**src/rtl/mdio_pkg.sv**
```systemverilog
// Shared encodings for the MDIO management responder: FSM states, opcodes,
// register indices and the control-register reset value.
package mdio_pkg;

    typedef enum logic [2:0] {
        StIdle,
        StStart,
        StOp,
        StPhyad,
        StRegad,
        StTa,
        StWdata,
        StRdata
    } mdio_state_e;

    localparam logic [1:0] OP_RD = 2'b10;
    localparam logic [1:0] OP_WR = 2'b01;

    localparam logic [4:0] REG_BMCR = 5'd0;
    localparam logic [4:0] REG_BMSR = 5'd1;
    localparam logic [4:0] REG_ID1  = 5'd2;
    localparam logic [4:0] REG_ID2  = 5'd3;

    localparam logic [15:0] BMCR_RST = 16'h1140;

endpackage

```
**src/rtl/mdio_slave_regs.sv**
```systemverilog
// 32 x 16 management register file; registers 1..3 are virtual (live status
// and fixed IDs) and ignore writes. BMCR soft-reset bit self-clears.
module mdio_slave_regs
    import mdio_pkg::*;
#(
    parameter logic [15:0] PHY_ID1 = 16'h001C,
    parameter logic [15:0] PHY_ID2 = 16'hC916
) (
    input  logic        clk,
    input  logic        rst_n,
    input  logic        wr_en_i,
    input  logic [4:0]  wr_addr_i,
    input  logic [15:0] wr_data_i,
    input  logic [4:0]  rd_addr_i,
    input  logic [15:0] stat_in_i,
    output logic [15:0] rd_data_o
);

    logic [15:0] mem_q [32];
    logic [15:0] mem_d [32];
    logic        wr_real;

    assign wr_real = wr_en_i && !(wr_addr_i inside {REG_BMSR, REG_ID1, REG_ID2});

    always_comb begin
        mem_d = mem_q;
        if (mem_q[0][15]) begin
            mem_d[0][15] = 1'b0;
        end
        if (wr_real) begin
            mem_d[wr_addr_i] = wr_data_i;
        end
    end

    always_ff @(posedge clk or negedge rst_n) begin
        if (!rst_n) begin
            for (int i = 0; i < 32; i++) begin
                mem_q[i] <= (i == 0) ? BMCR_RST : 16'h0000;
            end
        end else begin
            mem_q <= mem_d;
        end
    end

    always_comb begin
        unique case (rd_addr_i)
            REG_BMSR: rd_data_o = stat_in_i;
            REG_ID1:  rd_data_o = PHY_ID1;
            REG_ID2:  rd_data_o = PHY_ID2;
            default:  rd_data_o = mem_q[rd_addr_i];
        endcase
    end

endmodule

```
**src/rtl/mdio_slave.sv**
```systemverilog
// Clause-22 MDIO responder: synchronises MDC/MDIO into the clk domain, decodes
// frames on MDC rising edges and drives read data on MDC falling edges.
module mdio_slave
    import mdio_pkg::*;
#(
    parameter logic [4:0]  PHY_ADDR = 5'h04,
    parameter int unsigned PRE_LEN  = 32,
    parameter logic [15:0] PHY_ID1  = 16'h001C,
    parameter logic [15:0] PHY_ID2  = 16'hC916,
    parameter int unsigned TIMEOUT  = 1024
) (
    input  logic        clk,
    input  logic        rst_n,
    input  logic        mdc,
    input  logic        mdio_i,
    output logic        mdio_o,
    output logic        mdio_oe,
    input  logic [15:0] stat_in,
    output logic        reg_wr_en,
    output logic [4:0]  reg_wr_addr,
    output logic [15:0] reg_wr_data
);

    localparam int unsigned PreW = $clog2(PRE_LEN + 1);
    localparam int unsigned ToW  = $clog2(TIMEOUT + 1);

    logic mdc_meta_q, mdc_sync_q, mdc_prev_q;
    logic mdio_meta_q, mdio_sync_q;
    logic mdc_rise, mdc_fall, bit_in;

    mdio_state_e     state_q, state_d;
    logic [PreW-1:0] pre_cnt_q, pre_cnt_d;
    logic [3:0]      bit_cnt_q, bit_cnt_d;
    logic [14:0]     shift_q, shift_d;
    logic [1:0]      op_q, op_d;
    logic [4:0]      regad_q, regad_d;
    logic            addr_match_q, addr_match_d;
    logic [15:0]     shadow_q, shadow_d;
    logic [ToW-1:0]  to_cnt_q, to_cnt_d;
    logic            mdio_o_q, mdio_o_d;
    logic            mdio_oe_q, mdio_oe_d;
    logic            wr_en_q, wr_en_d;
    logic [4:0]      wr_addr_q, wr_addr_d;
    logic [15:0]     wr_data_q, wr_data_d;

    logic        commit, counting, timeout;
    logic [4:0]  addr5;
    logic [15:0] data16;
    logic [15:0] rd_data;

    assign mdc_rise = mdc_sync_q & ~mdc_prev_q;
    assign mdc_fall = ~mdc_sync_q & mdc_prev_q;
    assign bit_in   = mdio_sync_q;
    assign addr5    = {shift_q[3:0], bit_in};
    assign data16   = {shift_q, bit_in};

    // The watchdog also covers the gap between the last read bit and the
    // falling edge that releases the line.
    assign counting = (state_q != StIdle) || mdio_oe_q;
    assign timeout  = counting && !mdc_rise && (to_cnt_q == ToW'(TIMEOUT - 1));

    mdio_slave_regs #(
        .PHY_ID1 (PHY_ID1),
        .PHY_ID2 (PHY_ID2)
    ) u_regs (
        .clk       (clk),
        .rst_n     (rst_n),
        .wr_en_i   (commit),
        .wr_addr_i (regad_q),
        .wr_data_i (data16),
        .rd_addr_i (addr5),
        .stat_in_i (stat_in),
        .rd_data_o (rd_data)
    );

    always_ff @(posedge clk or negedge rst_n) begin
        if (!rst_n) begin
            mdc_meta_q   <= 1'b0;
            mdc_sync_q   <= 1'b0;
            mdc_prev_q   <= 1'b0;
            mdio_meta_q  <= 1'b0;
            mdio_sync_q  <= 1'b0;
            state_q      <= StIdle;
            pre_cnt_q    <= '0;
            bit_cnt_q    <= '0;
            shift_q      <= '0;
            op_q         <= '0;
            regad_q      <= '0;
            addr_match_q <= 1'b0;
            shadow_q     <= '0;
            to_cnt_q     <= '0;
            mdio_o_q     <= 1'b1;
            mdio_oe_q    <= 1'b0;
            wr_en_q      <= 1'b0;
            wr_addr_q    <= '0;
            wr_data_q    <= '0;
        end else begin
            mdc_meta_q   <= mdc;
            mdc_sync_q   <= mdc_meta_q;
            mdc_prev_q   <= mdc_sync_q;
            mdio_meta_q  <= mdio_i;
            mdio_sync_q  <= mdio_meta_q;
            state_q      <= state_d;
            pre_cnt_q    <= pre_cnt_d;
            bit_cnt_q    <= bit_cnt_d;
            shift_q      <= shift_d;
            op_q         <= op_d;
            regad_q      <= regad_d;
            addr_match_q <= addr_match_d;
            shadow_q     <= shadow_d;
            to_cnt_q     <= to_cnt_d;
            mdio_o_q     <= mdio_o_d;
            mdio_oe_q    <= mdio_oe_d;
            wr_en_q      <= wr_en_d;
            wr_addr_q    <= wr_addr_d;
            wr_data_q    <= wr_data_d;
        end
    end

    always_comb begin
        state_d      = state_q;
        pre_cnt_d    = pre_cnt_q;
        bit_cnt_d    = bit_cnt_q;
        shift_d      = shift_q;
        op_d         = op_q;
        regad_d      = regad_q;
        addr_match_d = addr_match_q;
        shadow_d     = shadow_q;
        commit       = 1'b0;
        to_cnt_d     = (mdc_rise || !counting || timeout) ? '0 : to_cnt_q + 1'b1;

        if (timeout) begin
            state_d   = StIdle;
            pre_cnt_d = '0;
            bit_cnt_d = '0;
        end else if (mdc_rise) begin
            unique case (state_q)
                StIdle: begin
                    if (bit_in) begin
                        if (pre_cnt_q != PreW'(PRE_LEN)) begin
                            pre_cnt_d = pre_cnt_q + 1'b1;
                        end
                    end else begin
                        if (pre_cnt_q == PreW'(PRE_LEN)) begin
                            state_d = StStart;
                        end
                        pre_cnt_d = '0;
                    end
                end
                StStart: begin
                    state_d   = bit_in ? StOp : StIdle;
                    bit_cnt_d = '0;
                end
                StOp: begin
                    op_d = {op_q[0], bit_in};
                    if (bit_cnt_q == 4'd0) begin
                        bit_cnt_d = 4'd1;
                    end else begin
                        bit_cnt_d = '0;
                        state_d   = ({op_q[0], bit_in} == OP_RD || {op_q[0], bit_in} == OP_WR)
                                    ? StPhyad : StIdle;
                    end
                end
                StPhyad: begin
                    shift_d = {shift_q[13:0], bit_in};
                    if (bit_cnt_q == 4'd4) begin
                        addr_match_d = (addr5 == PHY_ADDR);
                        bit_cnt_d    = '0;
                        state_d      = StRegad;
                    end else begin
                        bit_cnt_d = bit_cnt_q + 1'b1;
                    end
                end
                StRegad: begin
                    shift_d = {shift_q[13:0], bit_in};
                    if (bit_cnt_q == 4'd4) begin
                        regad_d   = addr5;
                        bit_cnt_d = '0;
                        state_d   = StTa;
                        if (op_q == OP_RD) begin
                            shadow_d = rd_data;
                        end
                    end else begin
                        bit_cnt_d = bit_cnt_q + 1'b1;
                    end
                end
                StTa: begin
                    if (bit_cnt_q == 4'd0) begin
                        bit_cnt_d = 4'd1;
                    end else begin
                        bit_cnt_d = '0;
                        state_d   = (op_q == OP_RD) ? StRdata : StWdata;
                    end
                end
                StWdata: begin
                    shift_d = {shift_q[13:0], bit_in};
                    if (bit_cnt_q == 4'd15) begin
                        commit    = addr_match_q;
                        bit_cnt_d = '0;
                        pre_cnt_d = '0;
                        state_d   = StIdle;
                    end else begin
                        bit_cnt_d = bit_cnt_q + 1'b1;
                    end
                end
                StRdata: begin
                    // Next bit to drive is always shadow_q[15].
                    shadow_d = {shadow_q[14:0], 1'b0};
                    if (bit_cnt_q == 4'd15) begin
                        bit_cnt_d = '0;
                        pre_cnt_d = '0;
                        state_d   = StIdle;
                    end else begin
                        bit_cnt_d = bit_cnt_q + 1'b1;
                    end
                end
                default: state_d = StIdle;
            endcase
        end
    end

    always_comb begin
        mdio_o_d  = mdio_o_q;
        mdio_oe_d = mdio_oe_q;
        wr_en_d   = commit;
        wr_addr_d = commit ? regad_q : wr_addr_q;
        wr_data_d = commit ? data16 : wr_data_q;

        if (timeout) begin
            mdio_o_d  = 1'b1;
            mdio_oe_d = 1'b0;
        end else if (mdc_fall) begin
            mdio_o_d  = 1'b1;
            mdio_oe_d = 1'b0;
            if (op_q == OP_RD && addr_match_q) begin
                if (state_q == StTa && bit_cnt_q == 4'd1) begin
                    mdio_o_d  = 1'b0;
                    mdio_oe_d = 1'b1;
                end else if (state_q == StRdata) begin
                    mdio_o_d  = shadow_q[15];
                    mdio_oe_d = 1'b1;
                end
            end
        end
    end

    assign mdio_o      = mdio_o_q;
    assign mdio_oe     = mdio_oe_q;
    assign reg_wr_en   = wr_en_q;
    assign reg_wr_addr = wr_addr_q;
    assign reg_wr_data = wr_data_q;

endmodule
```
**config.mk**
```make
export PLATFORM = sky130hd
export DESIGN_NAME = mdio_slave
export DESIGN_NICKNAME = d
export VERILOG_FILES = /design/src/rtl/mdio_pkg.sv /design/src/rtl/mdio_slave_regs.sv /design/src/rtl/mdio_slave.sv
export SDC_FILE = /design/constraint.sdc
export NUM_CORES = 1
export LEC_CHECK = 0
export BUFFER_PORTS_ARGS = -buffer_cell sky130_fd_sc_hd__buf_2
export CAP_MARGIN = 20
export CELL_PAD_IN_SITES_DETAIL_PLACEMENT = 1
export CELL_PAD_IN_SITES_GLOBAL_PLACEMENT = 1
export CORE_ASPECT_RATIO = 0.75
export CORE_UTILIZATION = 35
export CTS_BUF_LIST = sky130_fd_sc_hd__clkbuf_8
export CTS_CLUSTER_SIZE = 25
export DETAILED_ROUTE_END_ITERATION = 16
export GPL_TIMING_DRIVEN = 0
export PLACE_DENSITY = 0.59
export SYNTH_ARGS = -nofsm -noshare
export SYNTH_HDL_FRONTEND = slang
export SYNTH_SLANG_ARGS = --single-unit
```
**constraint.sdc**
```tcl
create_clock -name clk -period 2.6 [get_ports clk]
set_input_delay 0.39 -clock clk [delete_from_list [all_inputs] [get_ports clk]]
set_output_delay 0.39 -clock clk [all_outputs]
set_load 0.05 [all_outputs]
```
Word-level counts from Yosys, hierarchy flattened
Index checks and enable logic that the tools add are counted.
{ "totals": {"elab_cells": 183, "ff_bits": 604, "in_bits": 20, "output_inout_bits": 24} }
{ "classes": {"n_lt_le_gt_ge": 3, "add_sub_neg": 3, "n_eq_ne": 33, "n_reduce_logical": 34, "bitwise_logic": 7, "n_mux": 51} }
{ "ops": {"columns": ["cell", "n"], "rows": [
  ["bitwise mux 512 bit", 1],
  ["two-way mux 512 bit", 1],
  ["binary-select mux 16 bit (select 5 bit)", 1],
  ["demux 16 bit (select 5 bit)", 1],
  ["two-way mux 16 bit", 5],
  ["case mux 16 bit (3 select lines)", 1],
  ["case mux 16 bit (2 select lines)", 1],
  ["two-way mux 6 bit", 5],
  ["two-way mux 3 bit", 9],
  ["case mux 3 bit (7 select lines)", 1],
  ["equality test 5 x 2 -> 1 bit, second input constant", 4],
  ["!= test 3 bit, second input constant", 6],
  ["two-way mux 1 bit", 16],
  ["two-way mux 4 bit", 4],
  ["case mux 4 bit (4 select lines)", 1],
  ["equality test 3 bit, second input constant", 4],
  ["greater-or-equal comparator 6 bit, second input constant", 2],
  ["inverter 5 -> 6 bit", 2],
  ["case mux 6 bit (2 select lines)", 1],
  ["AND reduction 4 bit", 3],
  ["adder 11 x 1 -> 11 bit, second input constant", 1],
  ["equality test 11 x 10 -> 1 bit, second input constant", 1],
  ["two-way mux 11 bit", 1],
  ["equality test 5 x 1 -> 1 bit, second input constant", 2],
  ["other kinds (33)", 57]
]} }

Longest topological paths before layout
Gate-level depths: netlist of the first run.
{ "logic_depth": {"depth_word": 8, "depth_mapped": 10, "mapped_depth_nobuf": 8} }

Modules after synthesis
Synthesis of the first run repeated with hierarchy kept, for this count alone.
{ "unflattened": {"cells_unflattened": 1838, "hier_area_um2": 27188.6} }
{ "by_module_without_submodules": {"columns": ["mod", "area_each_um2", "seq_area_each_um2", "n_inst", "cells_each"], "rows": [
  ["mdio_slave_regs", 22861.9, 12365.6, 1, 1492],
  ["mdio_slave", 4326.6, 2303.5, 1, 346]
]} }

Worst setup path after synthesis of the first run
No wires, ideal clock.
{ "synth_path": {"path_type": "flip-flop to flip-flop", "from": "reg bit_cnt_q[0]", "to": "reg (tool-made name)", "period_less_slack_ns": 2.305, "required_ns": 2.475, "setup_time_ns": 0.125, "arrival_time_ns": 2.180, "path_slack_ns": 0.295, "path_stages_with_launch": 10, "n_path_buf": 3, "cell_sequence": "dfrtp_1 ha_1 nand4_2 nor2_4 nand3_4 buf_6 buf_4 nor3_4 buf_4 mux2_2"} }
{ "synth_lines": {"columns": ["item", "line", "text"], "rows": [
  ["start: declaration", "mdio_slave.sv:33", "logic [3:0] bit_cnt_q, bit_cnt_d;"],
  ["start signal: assignment", "mdio_slave.sv:105", "bit_cnt_q <= bit_cnt_d;"]
]} }

==> results of run 1 <==
timing repair:
action                                  CTS  global route
pin swaps                                20             4
hold buffers                              6             0
gates cloned                              0             0
buffers inserted                         29             6
gates resized for setup                 118            48
endpoints found under the setup margin  444           308
endpoints found under the hold margin    75             0
per-stage QoR:
stage | std cells | utilization
floorplan | 1981 | -
global placement | 3070 | 0.3729
detailed placement | 3081 | 0.3761
CTS | 3294 | 0.4118
global route | 3299 | 0.4142
finish | 3300 | 0.4142
cells by family after synthesis:
group           after synthesis  share of synthesized area
compound gates              167                    0.04232
flops                       604                     0.5440
buf+inv                     228                    0.03876
fa+ha+maj                     6                   0.002701
simple gates                334                    0.06528
mux                         629                     0.3028
xor+xnor                     13                   0.004097
worst max-delay path, cell delays in order (launching register included):
cell	delay, ns
dfrtp_2	0.44
ha_4	0.19
nand4_4	0.12
nor2_4	0.17
nand3_4	0.12
buf_6	0.19
buf_6	0.18
nor3_4	0.29
buf_4	0.33
mux2_2	0.37
layer usage:
metal,part of all wire,track usage
met5,0.000072,0
met4,0.024,0.06858
met3,0.070,0.05395
met2,0.44,0.3671
met1,0.47,0.3661
report_power, final:
| part | internal [W] | switching, W | total, W | leakage (nW) |
|---|---|---|---|---|
| logic | 0.000139 | 0.000384 | 0.000523 | 6.04 |
| registers | 0.00942 | 0.0000169 | 0.00944 | 8.33 |
| clock network | 0.00480 | 0.00416 | 0.00896 | 1.21 |
| total | 0.0144 | 0.00456 | 0.0189 | 15.6 |
cells in the final DEF (no fill, tap or decap), types with 22 or more instances in the layout:
cell / n
inv_1: 38
nor2_1: 69
mux4_2: 116
buf_2: 60
mux2i_1: 26
clkbuf_8: 138
dfrtp_1: 599
a21oi_1: 24
mux2_2: 456
nor3_4: 22
clkbuf_1: 104
o21ai_0: 30
buf_6: 29
buf_4: 58
nand2_1: 121
worst max path at each step:
stage	startpoint	slack, ns	cells after the start	end
after floorplan	bit_cnt_q[0]$_DFFE_PN0P_	0.30	9	register
after detailed placement	shift_q[1]$_DFFE_PN0P_	-1.30	8	shadow_q[8]$_DFFE_PN0P_
after CTS	shift_q[0]$_DFFE_PN0P_	-0.02	9	shadow_q[8]$_DFFE_PN0P_
after global routing	mdc_prev_q$_DFF_PN0_	-0.03	9	register
final	bit_cnt_q[0]$_DFFE_PN0P_	0.04	9	register
after global placement	rst_n	-11.49	1	asynchronous set/reset pin
cells in the mapped netlist (all sizes together), types with 9 or more instances:
master,number,area (um^2)
a21oi,25,125.1
nor2b,17,106.4
clkbuf,129,484.2
o22a,15,131.4
o2111ai,11,96.34
o221ai,12,105.1
o31ai,9,67.56
nand4,10,68.81
o21ai,31,155.1
nand3,20,112.6
o211ai,10,75.07
mux4,116,2613
mux2,487,5544
mux2i,26,260.3
nand2b,10,62.56
nand2,123,461.7
dfrtp,600,15010
buf,89,555.5
nor3,37,390.4
nor2,75,291.5
a22oi,14,105.1
inv,9,33.78
final cells by class:
type,count,area share
Sequential cell,604,0.4643
Multi-Input combinational cell,1149,0.3630
Clock buffer,138,0.05832
Tap cell,1046,0.04019
Buffer,213,0.03965
Timing Repair Buffer,95,0.02624
Clock inverter,44,0.006877
Inverter,10,0.001306
Antenna cell,1,0.00007684
==> results.yml, run 1 <==
clock_tree:
  root_buffer: "clkbuf_8"
  cts_tree: "done"
  worstSkewPairLatency_ns: 0.74
  numCtsBuffers: 101
  cts_buffer_depth: 3
  h-tree-depth: 3
  clk_pin_slew_ns: 0.06
  numClockSinks: 604
logic_synthesis:
  syn_nets: 2007
  ys.flop_type: "dfrtp_1"
  ys_seq_elements: 604
  seq_area_frac_synth: 0.5440
  ys_types: 67
  yosysWarnings: 0
  async_reset_ff_frac: 1.000
  synth_cells: 1981
  syn_area_per_cell_um2: 14.03
  synth_area_um2: 27790
  synth_edf_count: 0
worst_hold_path:
  hp-start: "stat_in[7]"
  min_path_cells: 3
  hp-class: "input port to register"
  min_to: "shadow_q[7]$_DFFE_PN0P_"
route:
  vias: 18331
  drt-total-wl_mm: 97.51
  ant_nets: 0
  drtIter0Drc: 1290
  drc: 0
  drtPass1Iterations: 5
  viasPerCell: 5.555
  wl_per_cell_um: 29.55
sta:
  finalCritPeriodShare: 0.9833
  clock_skew_ns: 0.02641
  finalSetupViolCount: 0
  tightestPinTransition_ns: 1.093
  fmax_mhz: 391.1
  drv_slew: 0
  rsz0062_at_grt: "yes"
  holdWs_ns: 0.03365
  setup_tns_ns: 0
  worst_slack_ns: 0.04335
  max_slew_margin: 0.2713
  layout_min_cycle_time_ns: 2.557
  hold_viol_final: 0
cells_and_area:
  drive_gt1_frac: 0.4434
  final_area_um2: 32570
  nets: 2200
  fill_cells: 8186
  multiInputGateArea_um2: 11820
  syn_to_final_growth_pct: 17.17
  regArea_um2: 15120
placement:
  dp_hpwl_mm: 66.01
  routabilityCongestion: 0.8887
  placed_area_um2: 29570
  pre_cts_ws_ns: -1.296
  place.port_buffers: 43
floorplan:
  io_pins: 44
  die-area_um2: 80550
  die_y_um: 246.0
  start_util: 0.3535
  die_x_um: 327.4
  core_area_um2: 78620
  row_count: 89
setup_path:
  worst_setup_path_start_kind: "register"
  crit_path_end_kind: "register"
  ff2ff_path_depth: 9
  ff2ff_setup_slack_ns: 0.04
  crit_type: "register to register"
  crit_required_ns: 3.21
  cp.arrival_ns: 3.16
  critPathMaxFanout: 10
  r2r-start: "bit_cnt_q[0]$_DFFE_PN0P_"
pwr:
  p_total_w: 0.01892
  powerDensity_nw_per_um2: 580.9
  total_leakage_power_nw: 15.58
  peakVddDrop_uv: 332.6
run:
  drv_cap: 0
global_route:
  grt_pass1_wl_mm: 144.0
  overflow: 0
  grt_max_degree: 122
  antenna_found_initial: 5
  grtUsageTotal: 0.2486
  grt_pass1_vias: 19598
outcome:
  status: "complete, no violations"
Note: power is estimated with default switching activity, not from simulation.
==> inputs of run 2 (changes only) <==
--- a/config.mk
+++ b/config.mk
@@ -5,8 +5,6 @@
 export SDC_FILE = /design/constraint.sdc
 export NUM_CORES = 1
 export LEC_CHECK = 0
-export BUFFER_PORTS_ARGS = -buffer_cell sky130_fd_sc_hd__buf_2
-export CAP_MARGIN = 20
 export CELL_PAD_IN_SITES_DETAIL_PLACEMENT = 1
 export CELL_PAD_IN_SITES_GLOBAL_PLACEMENT = 1
 export CORE_ASPECT_RATIO = 0.75
@@ -14,6 +12,7 @@
 export CTS_BUF_LIST = sky130_fd_sc_hd__clkbuf_8
 export CTS_CLUSTER_SIZE = 25
 export DETAILED_ROUTE_END_ITERATION = 16
+export DONT_BUFFER_PORTS = 1
 export GPL_TIMING_DRIVEN = 0
 export PLACE_DENSITY = 0.59
 export SYNTH_ARGS = -nofsm -noshare
==> run 2 against run 1 <==
Global-route usage shrank 0.55 points. Fmax shrank 0.33%. The run now ends with hold timing, slew limit left. Hold slack worse by 0.65 ns. Highest routed layer unchanged. Critical path type unchanged.
==> results.yml, run 2 (synthesis results as in run 1) <==
pwr:
  p_total_w: 0.01823
  peakVddDrop_uv: 358.7
  p_clk_frac: 0.466
  powerDensity_nw_per_um2: 570.6
  seq_power_share: 0.518
  total_leakage_power_nw: 15.19
  internal_power_w: 0.01395
  p_switching_w: 0.004275
  p_comb_frac: 0.016
  netSwitchingFraction: 0.2345
cells_and_area:
  final_cell_mix: "dfrtp_1, mux2_2, clkbuf_8"
  mostFrequentLayoutCell: "dfrtp_1"
  regArea_um2: 15120
  fill_cells: 8155
  drive_gt1_frac: 0.4241
  nets: 2146
  multiInputGateArea_um2: 11800
  syn_to_final_growth_pct: 14.94
  final_util: 0.4063
floorplan:
  die_y_um: 246.0
  core_area_um2: 78620
  row_count: 89
  start_util: 0.3535
  io_pins: 44
  die-area_um2: 80550
  die_x_um: 327.4
sta:
  clock_skew_ns: 0.02760
  hold_viol_final: 282
  holdWs_ns: -0.6179
  finalCritPeriodShare: 0.9866
  finalSetupViolCount: 0
  max_slew_margin: -1.605
  tightestPinTransition_ns: 3.907
  fmax_mhz: 389.9
  layout_min_cycle_time_ns: 2.565
  setup_tns_ns: 0
  drv_slew: 524
run:
  drv_cap: 0
outcome:
  status: "finished, violations left"
  violations: "hold timing, slew limit"
setup_path:
  crit_type: "register to register"
  critPathMaxFanout: 10
  crit_required_ns: 3.20
  ff2ff_path_depth: 8
  cp.arrival_ns: 3.16
  crit_path_end_kind: "register"
  worst_setup_path_start_kind: "register"
route:
  ant_nets: 0
  drtPass1Iterations: 5
  drc: 0
  vias: 17947
  wl_per_cell_um: 29.35
  viasPerCell: 5.524
  drtIter0Drc: 1363
  drt-total-wl_mm: 95.35
global_route:
  antenna_found_initial: 14
  grt_max_degree: 605
  grtUsageTotal: 0.2431
  grt_pass1_wl_mm: 140.0
  overflow: 0
  grt_pass1_vias: 19334
clock_tree:
  clk_pin_slew_ns: 0.07
  hold_buffers: 12
  cts_buffer_depth: 3
  numCtsBuffers: 98
  numClockSinks: 604
  h-tree-depth: 3
  root_buffer: "clkbuf_8"
  cts_tree: "done"
  worstSkewPairLatency_ns: 0.74
worst_hold_path:
  hp-class: "input port to asynchronous set/reset pin"
placement:
  place.port_buffers: 0
  routabilityCongestion: 0.8871
  dp_hpwl_mm: 63.71
run 2: cell types whose count changed in the layout (fill, tap and decap cells not counted), moves of 2 or more:
cell	delta
inv_1	+5
buf_2	-43
buf_6	-2
clkinvlp_4	-2
buf_16	-6
nor2_1	-2
diode_2	+7
clkbuf_2	-2
buf_8	-9
clkbuf_4	+2
clkinv_2	+5
clkbuf_8	-14
dlygate4sd3_1	+6
run 2: routing by layer:
layer | up-vias | global-route usage | share of wire
li1 | 7482 | - | -
met1 | 9751 | 0.3410 | 0.45
met2 | 507 | 0.3467 | 0.43
met3 | 193 | 0.08100 | 0.086
met4 | 14 | 0.08329 | 0.032
met5 | - | 0.02717 | 0.0039
run 2: final timing paths:
check	start	to	slack, ns
max	shift_q[1]$_DFFE_PN0P_	shadow_q[9]$_DFFE_PN0P_	0.03
min	rst_n	pre_cnt_q[1]$_DFFE_PN0P_	-0.62
max reg2reg	shift_q[1]$_DFFE_PN0P_	shadow_q[9]$_DFFE_PN0P_	0.03
min reg2reg	mdio_meta_q$_DFF_PN0_	bit_in$_DFF_PN0_	0.35
max in group asynchronous	rst_n	asynchronous set/reset pin	0.18
min in group clk	stat_in[15]	shadow_q[15]$_DFFE_PN0P_	0.05
run 2: repair_timing:
| item | in CTS | in global routing |
|---|---|---|
| pin swaps | 23 | 3 |
| gates resized for setup | 120 | 41 |
| endpoints found under the hold margin | 616 | 604 |
| setup endpoints to repair | 441 | 271 |
| buffers inserted | 28 | 5 |
run 2: metrics by stage:
stage,hold slack (ns),instances,instance area (um^2),setup WS [ns]
floorplan,0.09441,1981,27790,0.2952
global placement,0.1350,3027,29100,-1.141
detailed placement,0.1358,3027,29100,-1.190
CTS,-0.6875,3238,31750,-0.001414
global route,-0.6831,3244,31930,-0.02496
finish,-0.6179,3249,31940,0.03491
run 2: layout make-up:
class / instances / share of cell area
sequential: 604 / 0.4733
antenna: 8 / 0.0006267
buffer: 212 / 0.03936
clock buffer: 122 / 0.05256
inverter: 10 / 0.001214
timing repair buffer: 45 / 0.01359
tap: 1046 / 0.04097
clock inverter: 53 / 0.009048
multi-input combinational: 1149 / 0.3693
run 2: power by group through the flow:
stage	Combinational, W	Sequential [W]	Clock, W
3_3_place_gp	0.000247	0.00960	0
5_1_grt	0.000309	0.00943	0.00913
6_report	0.000291	0.00944	0.00850
4_1_cts	0.000281	0.00943	0.00870
2_1_floorplan	0.000157	0.00960	0
3_5_place_dp	0.000251	0.00961	0
run 2: critical path: stages (launching register included):
cell       delay (ns)
dfrtp_1          0.44
buf_4            0.34
buf_6            0.26
mux4_2           0.33
mux2_2           0.31
o221ai_2         0.26
o31ai_2          0.16
o2111ai_1        0.17
o211ai_1         0.14
